==> config.mk <==
export PLATFORM = sky130hd
export DESIGN_NAME = inst_cache
export DESIGN_NICKNAME = d
export VERILOG_FILES = /design/src/rtl/inst_cache_pkg.sv /design/src/rtl/rv32i_types.sv /design/src/rtl/inst_cache_array.sv /design/src/rtl/inst_cache.sv
export SDC_FILE = /design/constraint.sdc
export NUM_CORES = 2
export LEC_CHECK = 0
export CAP_MARGIN = 5
export CORE_MARGIN = 4
export CORE_UTILIZATION = 41
export DETAILED_ROUTE_END_ITERATION = 6
export PLACE_DENSITY = 0.54
export SYNTH_ARGS = -nofsm -noshare
export SYNTH_HDL_FRONTEND = slang
export SYNTH_SLANG_ARGS = --single-unit
export TNS_END_PERCENT = 100
==> constraint.sdc <==
create_clock -name clk -period 23.9 [get_ports clk]
set_input_delay 4.78 -clock clk [delete_from_list [all_inputs] [get_ports clk]]
set_output_delay 4.78 -clock clk [all_outputs]
set_load 0.01 [all_outputs]
==> src/rtl/inst_cache_pkg.sv <==
// Shared types and constants for the direct-mapped instruction cache.
package inst_cache_pkg;

  localparam int unsigned LINE_WIDTH   = 256;
  localparam int unsigned OFFSET_WIDTH = 5;

  typedef logic [LINE_WIDTH-1:0] cache_line_t;

  typedef enum logic {
    IDLE,
    FETCH
  } inst_cache_state_t;

endpackage

==> src/rtl/rv32i_types.sv <==
// Shared RV32I scalar types used across the core and its caches.
package rv32i_types;

  typedef logic [31:0] rv32i_word;

endpackage

==> src/rtl/inst_cache_array.sv <==
// Flop-based valid/tag/data storage for inst_cache: async read, sync write,
// valid bits cleared by the asynchronous active-low reset.
module inst_cache_array
  import inst_cache_pkg::*;
#(
  parameter int unsigned S_INDEX = 4
) (
  input  logic                             clk,
  input  logic                             rst,
  input  logic [S_INDEX-1:0]               rd_index,
  output logic                             rd_valid,
  output logic [31-OFFSET_WIDTH-S_INDEX:0] rd_tag,
  output logic [LINE_WIDTH-1:0]            rd_line,
  input  logic                             we,
  input  logic [S_INDEX-1:0]               wr_index,
  input  logic [31-OFFSET_WIDTH-S_INDEX:0] wr_tag,
  input  logic [LINE_WIDTH-1:0]            wr_line
);

  localparam int unsigned Sets = 1 << S_INDEX;
  localparam int unsigned TagW = 32 - OFFSET_WIDTH - S_INDEX;

  logic [Sets-1:0] valid_q, valid_d;
  logic [TagW-1:0] tag_q  [Sets];
  logic [TagW-1:0] tag_d  [Sets];
  cache_line_t     data_q [Sets];
  cache_line_t     data_d [Sets];

  always_comb begin
    valid_d = valid_q;
    tag_d   = tag_q;
    data_d  = data_q;
    if (we) begin
      valid_d[wr_index] = 1'b1;
      tag_d[wr_index]   = wr_tag;
      data_d[wr_index]  = wr_line;
    end
  end

  always_ff @(posedge clk or negedge rst) begin
    if (!rst) begin
      valid_q <= '0;
    end else begin
      valid_q <= valid_d;
    end
  end

  // Tags and data are not reset; the valid bit guards them.
  always_ff @(posedge clk) begin
    tag_q  <= tag_d;
    data_q <= data_d;
  end

  assign rd_valid = valid_q[rd_index];
  assign rd_tag   = tag_q[rd_index];
  assign rd_line  = data_q[rd_index];

endmodule

==> src/rtl/inst_cache.sv <==
// Direct-mapped read-only instruction cache: combinational hit, one-line fills.
// Optional saturating hit/miss counters are built when INST_CACHE_PERF_EN is defined.
module inst_cache
  import inst_cache_pkg::*;
  import rv32i_types::*;
#(
  parameter int unsigned S_INDEX = 4
) (
  input  logic                  clk,
  input  logic                  rst,
  input  logic                  inst_read,
  input  logic [31:0]           inst_addr,
  output logic                  inst_resp,
  output logic [31:0]           inst_rdata,
  output logic                  pmem_read,
  output logic [31:0]           pmem_address,
  input  logic                  pmem_resp,
  input  logic [LINE_WIDTH-1:0] pmem_rdata
`ifdef INST_CACHE_PERF_EN
  ,
  output logic [31:0]           hit_count,
  output logic [31:0]           miss_count
`endif
);

  localparam int unsigned TagW = 32 - OFFSET_WIDTH - S_INDEX;

  inst_cache_state_t state_q, state_d;
  rv32i_word         miss_addr_q, miss_addr_d;

  logic [S_INDEX-1:0] addr_index;
  logic [TagW-1:0]    addr_tag;
  logic [2:0]         word_sel;
  logic               rd_valid;
  logic [TagW-1:0]    rd_tag;
  cache_line_t        rd_line;
  logic               hit;
  logic               idle_hit;
  logic               fill_we;
  logic               unused_addr;

  assign addr_index  = inst_addr[OFFSET_WIDTH +: S_INDEX];
  assign addr_tag    = inst_addr[31 -: TagW];
  assign word_sel    = inst_addr[4:2];
  assign unused_addr = ^inst_addr[1:0];

  inst_cache_array #(
    .S_INDEX (S_INDEX)
  ) u_array (
    .clk      (clk),
    .rst      (rst),
    .rd_index (addr_index),
    .rd_valid (rd_valid),
    .rd_tag   (rd_tag),
    .rd_line  (rd_line),
    .we       (fill_we),
    .wr_index (miss_addr_q[OFFSET_WIDTH +: S_INDEX]),
    .wr_tag   (miss_addr_q[31 -: TagW]),
    .wr_line  (pmem_rdata)
  );

  assign hit          = inst_read && rd_valid && (rd_tag == addr_tag);
  assign idle_hit     = (state_q == IDLE) && hit;
  assign pmem_address = miss_addr_q;

  always_comb begin
    state_d     = state_q;
    miss_addr_d = miss_addr_q;
    inst_resp   = 1'b0;
    inst_rdata  = '0;
    pmem_read   = 1'b0;
    fill_we     = 1'b0;
    unique case (state_q)
      IDLE: begin
        if (hit) begin
          inst_resp  = 1'b1;
          inst_rdata = rd_line[{word_sel, 5'b0} +: 32];
        end else if (inst_read) begin
          miss_addr_d = {inst_addr[31:OFFSET_WIDTH], {OFFSET_WIDTH{1'b0}}};
          state_d     = FETCH;
        end
      end
      FETCH: begin
        // Fill always completes regardless of what fetch does meanwhile.
        pmem_read = 1'b1;
        if (pmem_resp) begin
          fill_we = 1'b1;
          state_d = IDLE;
        end
      end
    endcase
  end

  always_ff @(posedge clk or negedge rst) begin
    if (!rst) begin
      state_q     <= IDLE;
      miss_addr_q <= '0;
    end else begin
      state_q     <= state_d;
      miss_addr_q <= miss_addr_d;
    end
  end

`ifdef INST_CACHE_PERF_EN
  logic [31:0] hit_cnt_q, hit_cnt_d;
  logic [31:0] miss_cnt_q, miss_cnt_d;

  always_comb begin
    hit_cnt_d  = hit_cnt_q;
    miss_cnt_d = miss_cnt_q;
    if (idle_hit && (hit_cnt_q != '1)) begin
      hit_cnt_d = hit_cnt_q + 32'd1;
    end
    if ((state_q == IDLE) && (state_d == FETCH) && (miss_cnt_q != '1)) begin
      miss_cnt_d = miss_cnt_q + 32'd1;
    end
  end

  always_ff @(posedge clk or negedge rst) begin
    if (!rst) begin
      hit_cnt_q  <= '0;
      miss_cnt_q <= '0;
    end else begin
      hit_cnt_q  <= hit_cnt_d;
      miss_cnt_q <= miss_cnt_d;
    end
  end

  assign hit_count  = hit_cnt_q;
  assign miss_count = miss_cnt_q;
`else
  logic unused_hit;
  assign unused_hit = idle_hit;
`endif

endmodule
==> flow_summary_export.csv <==
group,metric,value,unit
route,wl_per_cell,34.6,um
synthesis,synth_area_leader_cell,"edfxtp_1",
sta,worst_hold_slack,0.461,ns
clock_network,post_cts_buffers,0,
worst_setup_path,crit_fanout,99,
grt,grt_max_degree,136,
sta,clock.fmax,0.0636,GHz
clock_network,clkLatencyLatePin,0.96,ns
cells_and_area,drive_above_1_share,0.302,
synthesis,netlist_area,0.172,mm2
worst_setup_path,worstPathBufferInverterCount,5,
worst_setup_path,arrival,10.95,ns
worst_setup_path,cp_top_family,"buffers and inverters",
clock_network,cts.sinks,4508,
floorplanning,die_x,655,um
cells_and_area,area_growth,14.6,%
clock_network,numCtsBuffers,459,
sta,fin_crit,15.73,ns
synthesis,yosys-top-cells-count,"edfxtp_1 (4464), mux4_2 (1422), buf_2 (187), clkbuf_1 (89), mux2i_1 (87)",
cells_and_area,final_nets,7560,
worst_setup_path,max_stage_delay,0.76,ns
worst_setup_path,path_cells,"buf_16 > buf_4 > buf_4 > buf_4 > mux4_2 > mux4_2 > mux4_2 > mux2i_1 > nor2_1 > clkdlybuf4s50_1",
grt,antenna_found_initial,154,
worst_setup_path,required,19.12,ns
worst_hold_path,hold_end,"u_array.valid_q[4]",
worst_setup_path,r2r_end,"u_array.data_q[2958]",
worst_setup_path,critPathSlowestCell,"buf_4",
synthesis,syn_area_per_cell,25.9,um2
route,drt_wl_total,457,mm
clock_network,h-tree-depth,5,
worst_hold_path,hold_class,"reg2reg",
cells_and_area,nFillCells,33699,
worst_setup_path,reg2reg_from,"state_q",
sta,slew_viol_final,0,
worst_setup_path,regToRegSetupSlack,18.48,ns
cells_and_area,area.sequential,0.135,mm2
worst_setup_path,crit_path_start_kind,"input pin",
route,ant_nets,0,
clock_network,clockBufferDepth,4,
route,dr.pass1.iters,7,
floorplanning,die_h,655,um
grt,grt_pass1_vias,79472,
clock_network,clkTransAtPathRegs,0.06,ns
clock_network,cts_tree,"yes",
sta,layout_worst_path_cycle_share,0.658,
synthesis,synth_cells,6624,
route,viasPerCell,5.86,
synthesis,synth.area.top_cells,"edfxtp_1 (78%), mux4_2 (19%), dfrtp_1 (0.64%)",
placement,hpwl,248,mm
route,post-route-drc-count,2,
grt,grt_pass1_wl,636,mm
worst_setup_path,criticalPathCategory,"in2out",
sta,hold_viol,0,
sta,max_slew_margin,0.253,
sta,finalSetupViolCount,0,
worst_hold_path,whs_path_depth,1,
clock_network,clock-root-buffer,"clkbuf_16",
power_and_ir_drop,powerDensity,86.5,mW/mm2
synthesis,ys_ff_latch,4508,
outcome,violations,"design-rule violations",
worst_setup_path,reg2reg_depth,8,
cells_and_area,multi_input_area,0.0349,mm2
floorplanning,ios,358,
worst_hold_path,min_from,"u_array.valid_q[4]",
route,drt-initial-drc-count,8482,
clock_network,ctsHoldBuffers,0,
synthesis,yosysMostFrequentCell,"edfxtp_1",
job,maxCapViolations,0,
synthesis,ys_warn_count,0,
placement,gp_congestion,0.764,
sta,grt_setup_unrepaired,"false",
floorplanning,row_count,237,
sta,clock_skew,0.0331,ns
floorplanning,core,0.417,mm2
synthesis,synthArstFlopShare,0.00976,
synthesis,synth_edf_count,4464,
floorplanning,start_util,0.412,
power_and_ir_drop,power.leakage,60.5,nW
outcome,status,"complete, but fails checks",
clock_network,cts-resized-gates,0,
power_and_ir_drop,max-vdd-ir-drop,0.0000621,V
route,vias,77394,
floorplanning,fp.dieArea,0.429,mm2
synthesis,synth_flop_cell,"edfxtp_1",
synthesis,ys_types,51,
sta,final.setup.tns,0,ns
grt,globalRouteOverflowTotal,0,
sta,tightest_slew,1.09,ns
synthesis,yosysSeqAreaShare,0.787,
grt,grt_use_total,0.212,
placement,port-buffer-count,350,
worst_setup_path,end_kind,"output port",
synthesis,synth_top_area_share,0.781,
-- routing by layer --
metal / vias to the layer above / wire length [um] / track usage
met4: 60 / 10300 / 0.0390
met3: 645 / 33900 / 0.0429
met1: 43383 / 199000 / 0.315
met5: - / 405 / 0
met2: 2784 / 214000 / 0.329
li1: 30522 / - / -
-- layout by cell type, fill, tap and decap left out, drive strengths merged, types with 14 or more instances in the layout --
cell type         n
buf             183
dfrtp            44
clkdlybuf4s50   342
nand2            21
edfxtp         4464
mux4           1422
bufinv           35
or2              17
mux2             43
clkbuf          584
xor2             14
nor2             53
clkinv          209
inv              17
diode            51
mux2i            87
-- worst max path at each step --
stage                 start             endpoint  cells past startpoint
6_report       inst_addr[5]        inst_rdata[7]                     10
5_1_grt        inst_addr[5]       inst_rdata[14]                     10
4_1_cts        inst_addr[5]        inst_rdata[7]                     10
3_5_place_dp   inst_addr[5]        inst_rdata[7]                     10
3_3_place_gp   inst_addr[5]        inst_rdata[7]                     10
2_1_floorplan     pmem_resp  u_array.valid_q[12]                      4
-- logic make-up (layout without fill, tap and decap cells) --
| kind of cell | count (synthesis) | count (layout) | share of synthesized area |
|---|---|---|---|
| other | 1 | 56 | 0.0000218 |
| multiplexers | 1552 | 1552 | 0.195 |
| XOR/XNOR | 23 | 23 | 0.00117 |
| AND/OR/NAND/NOR | 132 | 132 | 0.00370 |
| AO/OA/AOI/OAI | 56 | 56 | 0.00253 |
| buffers and inverters | 352 | 1382 | 0.0102 |
| flip-flops | 4508 | 4508 | 0.787 |
-- metrics by stage --
stage	worst slack (ns)	util	cells	power (mW)	cell area, um2
after floorplan	5.87	-	6628	9.81	172000
after global placement	8.01	0.437	12304	10.2	182000
after detailed placement	7.98	0.437	12304	10.3	182000
after CTS	7.98	0.471	13155	17.2	197000
after global routing	7.78	0.472	13168	17.6	197000
final	8.17	0.472	13206	17.0	197000
-- flip-flops by register name, indices dropped and copies added (netlist names) --
signal,cells
pmem_address,27
state_q,1
u_array.data_q,4096
u_array.tag_q,368
u_array.valid_q,16
-- where the power goes --
group / internal [mW] / total (mW) / switching, mW
Sequential: 8.94 / 9.02 / 0.0858
Clock: 3.98 / 6.93 / 2.95
Combinational: 0.429 / 1.05 / 0.625
-- cell type report --
type	count	share of cell area
Clock buffer	584	0.0623
Antenna cell	51	0.000649
Timing Repair Buffer	525	0.0259
Tap cell	5497	0.0350
Sequential cell	4508	0.687
Inverter	6	0.000153
Multi-Input combinational cell	1768	0.177
Clock inverter	267	0.0116
No activity file was read; power rests on OpenSTA's default activity.
